File: config.mk
export PLATFORM = sky130hd
export DESIGN_NAME = sync_fifo_ptr_ctrl
export DESIGN_NICKNAME = d
export VERILOG_FILES = /design/src/rtl/sync_fifo_ptr_ctrl_pkg.sv /design/src/rtl/fifo_ptr_counter.sv /design/src/rtl/sync_fifo_ptr_ctrl.sv
export SDC_FILE = /design/constraint.sdc
export NUM_CORES = 1
export LEC_CHECK = 0
export CORE_UTILIZATION = 44
export CTS_CLUSTER_SIZE = 16
export DETAILED_ROUTE_END_ITERATION = 10
export PLACE_DENSITY = 0.85
export SYNTH_ARGS = -nofsm -noshare
export SYNTH_HDL_FRONTEND = slang
export SYNTH_HIERARCHICAL = 1
export SYNTH_SLANG_ARGS = --single-unit
File: constraint.sdc
create_clock -name clk -period 4.05 [get_ports clk]
set_input_delay 0.6075 -clock clk [delete_from_list [all_inputs] [get_ports clk]]
set_output_delay 0.6075 -clock clk [all_outputs]
set_load 0.02 [all_outputs]
File: src/rtl/sync_fifo_ptr_ctrl_pkg.sv
// Shared sizing for the synchronous FIFO pointer controller.
// FIFO_DEPTH is normally supplied by sync_fifo_defines.vh; the fallback keeps standalone builds working.
`ifndef FIFO_DEPTH
`define FIFO_DEPTH 16
`endif

package sync_fifo_ptr_ctrl_pkg;

   localparam int unsigned DEFAULT_FIFO_DEPTH = `FIFO_DEPTH;

   // Pointers carry one bit more than the memory address to tell full from empty.
   function automatic int unsigned ptr_width(input int unsigned addr_w);
      return addr_w + 1;
   endfunction

endpackage

File: src/rtl/fifo_ptr_counter.sv
// Binary pointer counter with increment and synchronous clear; wraps modulo 2^WIDTH.
module fifo_ptr_counter
   import sync_fifo_ptr_ctrl_pkg::*;
#(
   parameter int WIDTH = ptr_width($clog2(DEFAULT_FIFO_DEPTH))
) (
   input  logic             clk,
   input  logic             reset,
   input  logic             clr,
   input  logic             inc,
   output logic [WIDTH-1:0] count
);

   always_ff @(posedge clk) begin
      if (reset || clr) begin
         count <= '0;
      end else if (inc) begin
         count <= count + WIDTH'(1);
      end
   end

endmodule

File: src/rtl/sync_fifo_ptr_ctrl.sv
// Write/read pointer owner for the synchronous FIFO: gates requests against full/empty,
// drives memory strobes/addresses and keeps sticky overflow/underflow flags.
module sync_fifo_ptr_ctrl
   import sync_fifo_ptr_ctrl_pkg::*;
#(
   parameter int FIFO_DEPTH = DEFAULT_FIFO_DEPTH,
   parameter int ADDR_WIDTH = $clog2(FIFO_DEPTH)
) (
   input  logic                  clk,
   input  logic                  reset,
   input  logic                  i_wr_en,
   input  logic                  i_rd_en,
   input  logic                  i_flush,
   input  logic                  i_clr_err,
   input  logic                  i_full,
   input  logic                  i_empty,
   output logic [ADDR_WIDTH:0]   o_wr_addr,
   output logic [ADDR_WIDTH:0]   o_rd_addr,
   output logic                  o_mem_we,
   output logic [ADDR_WIDTH-1:0] o_mem_waddr,
   output logic                  o_mem_re,
   output logic [ADDR_WIDTH-1:0] o_mem_raddr,
   output logic                  o_rd_data_valid,
   output logic                  o_overflow,
   output logic                  o_underflow
);

   localparam int PTR_W = ADDR_WIDTH + 1;

   logic [PTR_W-1:0] wr_ptr;
   logic [PTR_W-1:0] rd_ptr;
   logic             wr_acc;
   logic             rd_acc;
   logic             rd_vld_p1;
   logic             ovf_set;
   logic             unf_set;

   // i_empty is one cycle stale after the last read, so the live pointer compare guards reads.
   assign wr_acc  = i_wr_en & ~i_full & ~i_flush & ~reset;
   assign rd_acc  = i_rd_en & ~i_empty & (wr_ptr != rd_ptr) & ~i_flush & ~reset;
   assign ovf_set = i_wr_en & i_full & ~i_flush;
   assign unf_set = i_rd_en & ~rd_acc & ~i_flush;

   fifo_ptr_counter #(.WIDTH(PTR_W)) u_wr_ptr (
      .clk   (clk),
      .reset (reset),
      .clr   (i_flush),
      .inc   (wr_acc),
      .count (wr_ptr)
   );

   fifo_ptr_counter #(.WIDTH(PTR_W)) u_rd_ptr (
      .clk   (clk),
      .reset (reset),
      .clr   (i_flush),
      .inc   (rd_acc),
      .count (rd_ptr)
   );

   // p0 -> p1: read strobe to data valid, plus sticky error flags (set wins over clear)
   always_ff @(posedge clk) begin
      if (reset) begin
         rd_vld_p1   <= 1'b0;
         o_overflow  <= 1'b0;
         o_underflow <= 1'b0;
      end else begin
         rd_vld_p1 <= rd_acc;
         if (ovf_set) begin
            o_overflow <= 1'b1;
         end else if (i_clr_err) begin
            o_overflow <= 1'b0;
         end
         if (unf_set) begin
            o_underflow <= 1'b1;
         end else if (i_clr_err) begin
            o_underflow <= 1'b0;
         end
      end
   end

   assign o_wr_addr       = wr_ptr;
   assign o_rd_addr       = rd_ptr;
   assign o_mem_we        = wr_acc;
   assign o_mem_waddr     = wr_ptr[ADDR_WIDTH-1:0];
   assign o_mem_re        = rd_acc;
   assign o_mem_raddr     = rd_ptr[ADDR_WIDTH-1:0];
   assign o_rd_data_valid = rd_vld_p1;

endmodule
==> results.json <==
{
  "ioPinCount": 31,
  "yosysWarnings": 6,
  "synthArstFlopShare": 0,
  "syn_area_um2": 738,
  "drt_iter0_markers": 4,
  "period_share": 0.818,
  "cap_viol_max_count": 0,
  "worstSetupStartpointType": "input port",
  "crit_fanout": 13,
  "ys_ff_latch": 13,
  "synthCells": 76,
  "die_width_um": 43.0,
  "synthesis.nets": 86,
  "syn_to_final_growth_pct": 37.8,
  "slew_violations": 0,
  "drt_pass1_iterations": 2,
  "synth_top_cell_area_share": 0.353,
  "synthTopCellsByCount": "dfxtp_1 (13), buf_4 (8), nor2_1 (6)",
  "hpwl_um": 1100,
  "endpoint_kind": "output pin",
  "p_leak_nw": 0.397,
  "hold_path_class": "reg -> reg",
  "whs_path_depth": 2,
  "ir_drop_uv": 160,
  "drc": 0,
  "cts_resized": 0,
  "start_util": 0.479,
  "setup_tns_ns": 0,
  "pre_cts_ws_ns": 0.720,
  "wl_per_cell_um": 12.5,
  "synth_top_area_cell": "dfxtp_1",
  "worst_pin_slew_ns": 0.551,
  "synth_most_common_cell": "dfxtp_1",
  "cts_htree_levels": 1,
  "placed_area_um2": 991,
  "hold_slack_ns": 0.500,
  "clock-sinks": 13,
  "postCtsSetupRepairBufs": 0,
  "antenna_found_initial": 0,
  "status": "completed",
  "die_y_um": 43.0,
  "yosys-top-cells-area": "dfxtp_1 (35%), buf_4 (8.1%), mux2_1 (6.1%)",
  "routed_via_density": 5.23,
  "design.core.area_um2": 1540,
  "routed_wl_um": 1480,
  "gp_congestion": 0.834,
  "cts_tree": "done",
  "cts_buffer_depth": 2,
  "cp_data_required_time_ns": 3.44,
  "arrival_ns": 2.71,
  "clk_pin_slew_ns": 0.08,
  "min_period_ns": 3.31,
  "grt_use_total": 0.164,
  "grt_pass1_vias": 567,
  "row_count": 14,
  "clockRootBuffer": "clkbuf_4",
  "diodes": 0,
  "max_freq_mhz": 302,
  "maxSlewHeadroom": 0.632,
  "synth_edf_count": 0,
  "crit_type": "in -> out",
  "clkLatencyLatePin_ns": 0.27,
  "synth-seq-area-share": 0.353,
  "die-area_um2": 1850,
  "grt_pass1_wl_um": 2340,
  "ant_nets": 0,
  "final-hold-violation-count": 0,
  "timing.final.ws_setup_ns": 0.737,
  "ys.flop_type": "dfxtp_1",
  "numCtsBuffers": 3,
  "fin_skew_ns": 0.00613,
  "syn_area_per_cell_um2": 9.71,
  "fin_area_um2": 1020,
  "rsz0062_at_grt": "no",
  "nets": 113,
  "grt_max_degree": 17,
  "r2r_cells": 6,
  "drive_above_1_share": 0.0784,
  "vias": 617,
  "postCtsHoldBufs": 0,
  "cellPowerDensity_nw_per_um2": 230,
  "setup_viol": 0,
  "yosysUniqueCellTypes": 25,
  "io_buffers": 30,
  "overflow": 0
}
per-stage QoR:
step / util / power (mW) / instances
global placement: 0.643 / 0.158 / 114
global route: 0.660 / 0.249 / 118
finish: 0.660 / 0.234 / 118
detailed placement: 0.643 / 0.158 / 114
floorplan: - / 0.143 / 76
CTS: 0.660 / 0.237 / 118
final cells by class:
class | count | area, µm²
clock buffer | 4 | 26.3
fill | 136 | 524
inverter | 3 | 11.3
multi-input combinational | 50 | 384
sequential | 13 | 260
tap | 16 | 20.0
timing repair buffer | 32 | 315
critical path, cell delays in order:
cell,delay (ns)
clkdlybuf4s50_1,0.60
nand2b_1,0.30
a2111oi_1,0.48
clkdlybuf4s50_1,0.71
power by group:
| group | total [mW] | switching (mW) | internal, mW |
|---|---|---|---|
| Clock | 0.0783 | 0.0403 | 0.0380 |
| Combinational | 0.0256 | 0.0123 | 0.0133 |
| Sequential | 0.130 | 0.000843 | 0.129 |
cell families (layout without fill, tap and decap cells):
group                      count (synthesis)  after routing  synth area share
AOI/OAI and AO/OA                          9              9             0.110
xor gates and xnor gates                   7              7            0.0831
DFF                                       13             13             0.353
buffers and inverters                     13             39             0.127
muxes                                      6              6            0.0881
and+or+nand+nor                           26             26             0.205
adders and majority gates                  2              2            0.0339
placed cells by master (no fill, tap or decap), drive strengths merged:
| cell | instances |
|---|---|
| xnor2 | 2 |
| nor4 | 1 |
| nor2 | 6 |
| a21bo | 2 |
| mux2 | 4 |
| a21oi | 2 |
| a32oi | 1 |
| xor2 | 5 |
| clkbuf | 4 |
| nor3 | 5 |
| a2bb2oi | 1 |
| nor3b | 4 |
| ha | 2 |
| o2bb2ai | 1 |
| dfxtp | 13 |
| a2111oi | 2 |
| nand3b | 2 |
| mux2i | 2 |
| nand4 | 4 |
| inv | 3 |
| nand2b | 1 |
| or2 | 2 |
| clkdlybuf4s50 | 30 |
| buf | 2 |
| nor4b | 1 |
metal layers:
layer	vias up	wire, µm	GRT usage
li1	318	-	-
met1	277	731	0.219
met2	22	655	0.261
met3	0	92	0.0255
met4	0	0	0.0727
met5	-	0	0
state kept, by name (all words and copies together) (netlist names):
register,flops
o_overflow,1
u_rd_ptr/count,5
u_wr_ptr/count,5
o_underflow,1
o_rd_data_valid,1
worst paths after layout:
check	from	endpoint	slack [ns]
min reg2reg	o_overflow$_SDFFE_PP0P_	o_overflow$_SDFFE_PP0P_	0.50
max reg2reg	u_wr_ptr/count[1]$_SDFFE_PP0P_	u_rd_ptr/count[4]$_SDFFE_PP0P_	1.99
max	i_flush	o_mem_re	0.74
min	o_overflow$_SDFFE_PP0P_	o_overflow$_SDFFE_PP0P_	0.50
(Power assumes the default switching activity.)
